$ cat src/rtl/conv_layer_ctrl_if.sv
// Handshake and strobe bundle between the conv layer sequencer and the
// host, weight loader, input buffer, conv33 core and output writer.
// The master modport is the sequencer side; slave is its environment.
interface conv_layer_ctrl_if #(
  parameter int IN_CH   = 4,
  parameter int OUT_CH  = 8,
  parameter int NUM_POS = 16
);
  localparam int ICW = (IN_CH   > 1) ? $clog2(IN_CH)   : 1;
  localparam int OCW = (OUT_CH  > 1) ? $clog2(OUT_CH)  : 1;
  localparam int PW  = (NUM_POS > 1) ? $clog2(NUM_POS) : 1;

  // requests and handshakes into the sequencer
  logic           start;
  logic           weight_load_done;
  logic           input_ready;
  logic           calc_valid;
  logic           output_done;

  // status, strobes and loop indices out of the sequencer
  logic           busy;
  logic           done;
  logic           error;
  logic           load_weight_en;
  logic           read_weight_en;
  logic           inputbuf_read_en;
  logic           conv33_en;
  logic           acc_clear;
  logic           acc_last;
  logic           output_en;
  logic [OCW-1:0] oc_idx;
  logic [PW-1:0]  pos_idx;
  logic [ICW-1:0] ic_idx;

  modport master (
    input  start, weight_load_done, input_ready, calc_valid, output_done,
    output busy, done, error, load_weight_en, read_weight_en,
           inputbuf_read_en, conv33_en, acc_clear, acc_last, output_en,
           oc_idx, pos_idx, ic_idx
  );

  modport slave (
    output start, weight_load_done, input_ready, calc_valid, output_done,
    input  busy, done, error, load_weight_en, read_weight_en,
           inputbuf_read_en, conv33_en, acc_clear, acc_last, output_en,
           oc_idx, pos_idx, ic_idx
  );
endinterface

$ cat src/rtl/conv_layer_ctrl.sv
// Layer-level sequencer for the 3x3 convolution datapath.
// Loop order: output channel (outer), output position, input channel (inner).
//
//   state     | meaning
//   ----------+---------------------------------------------------------
//   S_IDLE    | waiting for start; indices held at 0
//   S_LOAD_W  | weight bank for oc_idx being loaded
//   S_LOAD_I  | fetching input window for (pos_idx, ic_idx)
//   S_COMPUTE | single-cycle conv33 trigger
//   S_WAIT    | waiting for the conv33 result
//   S_OUTPUT  | handing the finished pixel to the output writer
//   S_DONE    | one-cycle completion pulse, then back to idle
//
// The watchdog counts cycles spent in the four wait states and aborts to
// idle with a sticky error once TIMEOUT cycles pass with no progress.
// An exit arriving on the last permitted cycle still wins.
module conv_layer_ctrl #(
  parameter int IN_CH   = 4,
  parameter int OUT_CH  = 8,
  parameter int NUM_POS = 16,
  parameter int TIMEOUT = 1023
) (
  input  logic              clk,
  input  logic              rst,
  conv_layer_ctrl_if.master bus
);

  localparam int ICW = (IN_CH   > 1) ? $clog2(IN_CH)   : 1;
  localparam int OCW = (OUT_CH  > 1) ? $clog2(OUT_CH)  : 1;
  localparam int PW  = (NUM_POS > 1) ? $clog2(NUM_POS) : 1;
  localparam int WDW = (TIMEOUT > 0) ? $clog2(TIMEOUT + 1) : 1;

  localparam bit             WD_EN    = (TIMEOUT > 0);
  localparam logic [ICW-1:0] IC_LAST  = ICW'(IN_CH - 1);
  localparam logic [OCW-1:0] OC_LAST  = OCW'(OUT_CH - 1);
  localparam logic [PW-1:0]  POS_LAST = PW'(NUM_POS - 1);
  // watchdog fires at the end of the TIMEOUT-th cycle spent in one state
  localparam logic [WDW-1:0] WD_LAST  = (TIMEOUT > 0) ? WDW'(TIMEOUT - 1) : '0;

  typedef enum logic [2:0] {
    S_IDLE    = 3'd0,
    S_LOAD_W  = 3'd1,
    S_LOAD_I  = 3'd2,
    S_COMPUTE = 3'd3,
    S_WAIT    = 3'd4,
    S_OUTPUT  = 3'd5,
    S_DONE    = 3'd6
  } state_t;

  state_t          state, state_nxt;
  logic [OCW-1:0]  oc_q, oc_nxt;
  logic [PW-1:0]   pos_q, pos_nxt;
  logic [ICW-1:0]  ic_q, ic_nxt;
  logic            err_q, err_nxt;
  logic [WDW-1:0]  wd_cnt;
  logic            wd_hit;
  logic            abort;
  logic            in_wait_state;

  assign in_wait_state = (state == S_LOAD_W) || (state == S_LOAD_I) ||
                         (state == S_WAIT)   || (state == S_OUTPUT);

  // next-state, loop-index and error-flag logic
  always_comb begin
    state_nxt = state;
    oc_nxt    = oc_q;
    pos_nxt   = pos_q;
    ic_nxt    = ic_q;
    err_nxt   = err_q;
    abort     = 1'b0;
    wd_hit    = WD_EN && (wd_cnt == WD_LAST);

    case (state)
      S_IDLE: begin
        if (bus.start) begin
          state_nxt = S_LOAD_W;
          err_nxt   = 1'b0;
          oc_nxt    = '0;
          pos_nxt   = '0;
          ic_nxt    = '0;
        end
      end
      S_LOAD_W: begin
        if (bus.weight_load_done) state_nxt = S_LOAD_I;
        else                      abort     = wd_hit;
      end
      S_LOAD_I: begin
        if (bus.input_ready) state_nxt = S_COMPUTE;
        else                 abort     = wd_hit;
      end
      S_COMPUTE: begin
        state_nxt = S_WAIT;
      end
      S_WAIT: begin
        if (bus.calc_valid) begin
          if (ic_q < IC_LAST) begin
            ic_nxt    = ic_q + ICW'(1);
            state_nxt = S_LOAD_I;
          end else begin
            ic_nxt    = '0;
            state_nxt = S_OUTPUT;
          end
        end else begin
          abort = wd_hit;
        end
      end
      S_OUTPUT: begin
        if (bus.output_done) begin
          if (pos_q < POS_LAST) begin
            pos_nxt   = pos_q + PW'(1);
            state_nxt = S_LOAD_I;
          end else begin
            pos_nxt = '0;
            if (oc_q < OC_LAST) begin
              oc_nxt    = oc_q + OCW'(1);
              state_nxt = S_LOAD_W;
            end else begin
              state_nxt = S_DONE;
            end
          end
        end else begin
          abort = wd_hit;
        end
      end
      S_DONE: begin
        state_nxt = S_IDLE;
        oc_nxt    = '0;
        pos_nxt   = '0;
        ic_nxt    = '0;
      end
      default: begin
        state_nxt = S_IDLE;
      end
    endcase

    if (abort) begin
      state_nxt = S_IDLE;
      err_nxt   = 1'b1;
      oc_nxt    = '0;
      pos_nxt   = '0;
      ic_nxt    = '0;
    end
  end

  // state, loop indices and sticky error
  always_ff @(posedge clk) begin
    if (rst) begin
      state <= S_IDLE;
      oc_q  <= '0;
      pos_q <= '0;
      ic_q  <= '0;
      err_q <= 1'b0;
    end else begin
      state <= state_nxt;
      oc_q  <= oc_nxt;
      pos_q <= pos_nxt;
      ic_q  <= ic_nxt;
      err_q <= err_nxt;
    end
  end

  // watchdog: restarts on every state change, counts only in wait states
  always_ff @(posedge clk) begin
    if (rst) begin
      wd_cnt <= '0;
    end else if (state_nxt != state) begin
      wd_cnt <= '0;
    end else if (WD_EN && in_wait_state) begin
      wd_cnt <= wd_cnt + WDW'(1);
    end
  end

  // Moore strobe decode; read_weight_en additionally gates on the loader
  always_comb begin
    bus.busy             = (state != S_IDLE);
    bus.done             = (state == S_DONE);
    bus.load_weight_en   = (state == S_LOAD_W);
    bus.read_weight_en   = (state == S_LOAD_W) && bus.weight_load_done;
    bus.inputbuf_read_en = (state == S_LOAD_I);
    bus.conv33_en        = (state == S_COMPUTE);
    bus.acc_clear        = (state == S_COMPUTE) && (ic_q == '0);
    bus.acc_last         = (state == S_COMPUTE) && (ic_q == IC_LAST);
    bus.output_en        = (state == S_OUTPUT);
  end

  assign bus.error   = err_q;
  assign bus.oc_idx  = oc_q;
  assign bus.pos_idx = pos_q;
  assign bus.ic_idx  = ic_q;

endmodule

$ cat src/flat_wrapper.sv
// flat-port wrapper written by rule: the top's interface ports become plain ports
module conv_layer_ctrl_flat 
#(
  parameter int IN_CH   = 4,
  parameter int OUT_CH  = 8,
  parameter int NUM_POS = 16,
  parameter int TIMEOUT = 1023
)
  (clk, rst, bus_start, bus_weight_load_done, bus_input_ready, bus_calc_valid, bus_output_done, bus_busy, bus_done, bus_error, bus_load_weight_en, bus_read_weight_en, bus_inputbuf_read_en, bus_conv33_en, bus_acc_clear, bus_acc_last, bus_output_en, bus_oc_idx, bus_pos_idx, bus_ic_idx);
  conv_layer_ctrl_if #(.IN_CH(IN_CH), .OUT_CH(OUT_CH), .NUM_POS(NUM_POS)) bus_i ();
  input  logic clk;
  input  logic rst;
  input wire logic [$bits(bus_i.start)-1:0] bus_start;
  input wire logic [$bits(bus_i.weight_load_done)-1:0] bus_weight_load_done;
  input wire logic [$bits(bus_i.input_ready)-1:0] bus_input_ready;
  input wire logic [$bits(bus_i.calc_valid)-1:0] bus_calc_valid;
  input wire logic [$bits(bus_i.output_done)-1:0] bus_output_done;
  output wire logic [$bits(bus_i.busy)-1:0] bus_busy;
  output wire logic [$bits(bus_i.done)-1:0] bus_done;
  output wire logic [$bits(bus_i.error)-1:0] bus_error;
  output wire logic [$bits(bus_i.load_weight_en)-1:0] bus_load_weight_en;
  output wire logic [$bits(bus_i.read_weight_en)-1:0] bus_read_weight_en;
  output wire logic [$bits(bus_i.inputbuf_read_en)-1:0] bus_inputbuf_read_en;
  output wire logic [$bits(bus_i.conv33_en)-1:0] bus_conv33_en;
  output wire logic [$bits(bus_i.acc_clear)-1:0] bus_acc_clear;
  output wire logic [$bits(bus_i.acc_last)-1:0] bus_acc_last;
  output wire logic [$bits(bus_i.output_en)-1:0] bus_output_en;
  output wire logic [$bits(bus_i.oc_idx)-1:0] bus_oc_idx;
  output wire logic [$bits(bus_i.pos_idx)-1:0] bus_pos_idx;
  output wire logic [$bits(bus_i.ic_idx)-1:0] bus_ic_idx;
  assign bus_i.start = bus_start;
  assign bus_i.weight_load_done = bus_weight_load_done;
  assign bus_i.input_ready = bus_input_ready;
  assign bus_i.calc_valid = bus_calc_valid;
  assign bus_i.output_done = bus_output_done;
  assign bus_busy = bus_i.busy;
  assign bus_done = bus_i.done;
  assign bus_error = bus_i.error;
  assign bus_load_weight_en = bus_i.load_weight_en;
  assign bus_read_weight_en = bus_i.read_weight_en;
  assign bus_inputbuf_read_en = bus_i.inputbuf_read_en;
  assign bus_conv33_en = bus_i.conv33_en;
  assign bus_acc_clear = bus_i.acc_clear;
  assign bus_acc_last = bus_i.acc_last;
  assign bus_output_en = bus_i.output_en;
  assign bus_oc_idx = bus_i.oc_idx;
  assign bus_pos_idx = bus_i.pos_idx;
  assign bus_ic_idx = bus_i.ic_idx;
  conv_layer_ctrl #(.IN_CH(IN_CH), .OUT_CH(OUT_CH), .NUM_POS(NUM_POS), .TIMEOUT(TIMEOUT)) u_core (.clk(clk), .rst(rst), .bus(bus_i));
endmodule
$ cat config.mk
export PLATFORM = sky130hd
export DESIGN_NAME = conv_layer_ctrl_flat
export DESIGN_NICKNAME = d
export VERILOG_FILES = /design/src/rtl/conv_layer_ctrl_if.sv /design/src/rtl/conv_layer_ctrl.sv /design/src/flat_wrapper.sv
export SDC_FILE = /design/constraint.sdc
export NUM_CORES = 1
export LEC_CHECK = 0
export ABC_AREA = 0
export CORE_AREA = 8 8 65 67
export CTS_CLUSTER_DIAMETER = 60
export DETAILED_ROUTE_END_ITERATION = 12
export DIE_AREA = 0 0 73 75
export MAX_ROUTING_LAYER = met4
export PLACE_DENSITY_LB_ADDON = 0.3
export SLEW_MARGIN = 20
export SYNTH_ARGS = -nofsm -noshare
export SYNTH_HDL_FRONTEND = slang
export SYNTH_SLANG_ARGS = --single-unit
$ cat constraint.sdc
create_clock -name clk -period 2.7 [get_ports clk]
set_input_delay 0.54 -clock clk [delete_from_list [all_inputs] [get_ports clk]]
set_output_delay 0.54 -clock clk [all_outputs]
set_load 0.005 [all_outputs]
==> flow_summary.toml <==
[finish]
most-common-layout-cells = "sky130_fd_sc_hd__clkdlybuf4s50_1 (25), sky130_fd_sc_hd__dfxtp_1 (22), sky130_fd_sc_hd__nor2_1 (19)"
post-route-util_pct = 53.2
nets = 210
post_layout_nonfiller_instances = 242
syn_to_final_growth_pct = 23.5
post-route-cell-area_sq_um = 1720
post_route_cells_drive_above_1_share_pct = 9.69
mostFrequentLayoutCell = "sky130_fd_sc_hd__clkdlybuf4s50_1"
antenna_cells_inserted = 0

[yosys]
synthesis.nets = 183
yosysSeqAreaShare_pct = 33.1
syn-instance-count = 170
synth_ff_type = "sky130_fd_sc_hd__dfxtp_1"
synth.cell_area_sq_um = 1390
asyncSetResetFlopFracSynth_pct = 0
post_synth_num_cell_types = 43
synthTopCellsByArea = "sky130_fd_sc_hd__dfxtp_1 (33%), sky130_fd_sc_hd__ha_1 (5.4%), sky130_fd_sc_hd__nor2_1 (5.1%)"
total_of_warnings_raised_by_yosys = 0
synth_area_leader_cell = "sky130_fd_sc_hd__dfxtp_1"
synth_seq_cells = 23
synth-edff-count = 0
syn_area_per_cell_sq_um = 8.19
synth_top_cell_area_share_pct = 33.1

[global_route]
grt_first_pass_wirelength_mm = 5.26
grt_start_max_net_pins = 22
grt_antenna_before_repair = 0
grt_pass1_vias = 1159
grt_overflow = 0
global_route.usage.total_pct = 12.4

[timing]
finalHoldWorstSlack_ps = 521
setup_repair_after_global_routing_missed_its_margin = "no"
layout_min_cycle_time_ps = 2580
hold_viol = 0
setup-violations-final = 0
drv_slew = 0
fmax_mhz = 388
period_share_pct = 95.4
final.setup.tns_ps = 0
worst_clock_skew_ps = 14.0
max-slew-margin-rel_pct = 47.3
post_route_setup_slack_ps = 123
worst_slew_pin_slew_ps = 786

[critical_path]
crit_slowest_cell = "sky130_fd_sc_hd__clkdlybuf4s50_1"
crit-reg2reg-capture = "u_core.wd_cnt[6]"
r2r_cells = 8
worstSetupEndpointType = "output pin"
cp-start-kind = "primary input"
critical_path_required_ps = 2160
critical_path.cell_chain = "clkdlybuf4s50_1 -> nor4bb_1 -> clkdlybuf4s50_1"
worst_ep_arrival_time_ps = 2040
r2r_setup_slack_ps = 440
cp_slowest_stage_delay_ps = 590
worstPathMaxFanout = 3
criticalPathCategory = "in2out"
r2r-start = "u_core.state[0]"
crit_top_cell = "sky130_fd_sc_hd__clkdlybuf4s50_1"

[die]
fp.dieH_microns = 75
floorplan.initialDensity_pct = 43.1
dieWidth_microns = 73
design.core.area_sq_um = 3230
io-pin-count = 26
std_cell_rows = 21
die_area_sq_um = 5480

[drt]
routed_via_density = 5.02
drc = 0
drt-pass1-iter-count = 4
drt_iter0_drc = 47
number_of_nets_still_failing_antenna_checks_after_routing = 0
route.vias.total = 1216
totalWireLength_mm = 3.10
drt-wirelength-per-cell_microns = 12.8

[power_and_ir_drop]
irDropWorstVdd_uv = 187
cellLeakagePower_nw = 0.638
power.density_nw_per_um2 = 392
fin_total_pwr_mw = 0.674

[clock_network]
inserted_clock_buffers = 3
cts.sink_count = 23
insertion_delay_ps = 320
clockRootBuffer = "sky130_fd_sc_hd__clkbuf_4"
clockBufferDepth = 2
htree_num_levels = 1
cts_tree = "built"
clk_transition_reported_paths_ps = 120

[worst_hold_path]
hold_start = "u_core.bus.pos_idx[3]"
worstHoldPathType = "reg2reg"
worst_hold_path.num_cells = 2
timing.hold.worst_endpoint = "u_core.bus.pos_idx[3]"

[placed_design]
post-place-ws_ps = 55.6
post-dp-hpwl_mm = 2.35
place.detailed.instances = 238
portBuffers = 25
place_area_sq_um = 1690
gpl.final_weighted_congestion = 0.847

[status]
outcome = "completed"

[flow_run]
cap_violations = 0
[critical path: cells and delay by family]
kind | cells | cell delay, ps
buffers and inverters | 2 | 1100
and+or+nand+nor | 1 | 400
[cell type report]
type                    instances  area, sq um
clock inverters                 1         5.00
repair buffers                 29          280
flip-flops and latches         23          462
inverters                       8         30.0
well taps                      46         57.6
clock buffers                   3         22.5
fillers                       312         1510
multi-input cells             132          862
[cells in the mapped netlist (2+ instances only)]
cell	instances
sky130_fd_sc_hd__dfxtp_1	23
sky130_fd_sc_hd__nor2_1	19
sky130_fd_sc_hd__nand2_1	12
sky130_fd_sc_hd__a21oi_1	10
sky130_fd_sc_hd__nor3_1	10
sky130_fd_sc_hd__nand3_1	9
sky130_fd_sc_hd__inv_1	8
sky130_fd_sc_hd__xor2_1	8
sky130_fd_sc_hd__ha_1	6
sky130_fd_sc_hd__o21ai_0	5
sky130_fd_sc_hd__and3_1	4
sky130_fd_sc_hd__nand2b_1	4
sky130_fd_sc_hd__nor2b_1	4
sky130_fd_sc_hd__xnor2_1	4
sky130_fd_sc_hd__clkbuf_1	3
sky130_fd_sc_hd__o211ai_1	3
sky130_fd_sc_hd__or2_2	3
sky130_fd_sc_hd__or3_1	3
sky130_fd_sc_hd__and2_1	2
sky130_fd_sc_hd__and3b_1	2
sky130_fd_sc_hd__buf_2	2
sky130_fd_sc_hd__mux2_2	2
sky130_fd_sc_hd__mux2i_1	2
sky130_fd_sc_hd__nor3b_1	2
sky130_fd_sc_hd__o21bai_1	2
[report_power, final]
group	internal (mW)	leakage [nW]	total, mW	switching (mW)
registers	0.347	0.186	0.359	0.0121
logic	0.0707	0.434	0.150	0.0790
clock network	0.0553	0.0177	0.165	0.110
total	0.473	0.638	0.674	0.201
[layer usage]
| metal | up-vias | global-route usage, % | routed length (microns) |
|---|---|---|---|
| li1 | 645 | - | - |
| met1 | 549 | 14.7 | 1500 |
| met2 | 18 | 19.9 | 1450 |
| met3 | 4 | 2.80 | 105 |
| met4 | 0 | 4.67 | 38 |
| met5 | - | - | 0 |
[worst max-delay path by stage]
stage                              start                    to  slack [ps]  cells after the start
finish              bus_weight_load_done    bus_read_weight_en         120                      3
global route        bus_weight_load_done    bus_read_weight_en          60                      3
detailed placement  bus_weight_load_done      u_core.wd_cnt[6]          60                      8
global placement    bus_weight_load_done      u_core.wd_cnt[6]         110                      8
CTS                      u_core.state[1]  bus_inputbuf_read_en         120                      2
floorplan                u_core.state[2]      u_core.wd_cnt[1]         620                      7
[repair_timing]
action | in CTS | in global routing
resized for setup | 0 | 1
setup buffers | 0 | 0
setup endpoints to repair | 0 | 1
hold buffers | 0 | 0
[flip-flops by register name (all words and copies together) (netlist names)]
| name | count |
|---|---|
| u_core.wd_cnt | 10 |
| u_core.bus.pos_idx | 4 |
| u_core.bus.oc_idx | 3 |
| u_core.state | 3 |
| u_core.bus.ic_idx | 2 |
| u_core.bus.error | 1 |
[cell families after synthesis]
kind of cell	count (synthesis)	synth area share, %
simple gates	80	30.3
fa+ha+maj	6	5.39
xor+xnor	12	7.55
flops	23	33.1
buf+inv	15	5.03
compound gates	30	15.6
mux	4	3.05
No activity file was read; power rests on OpenSTA's default activity.
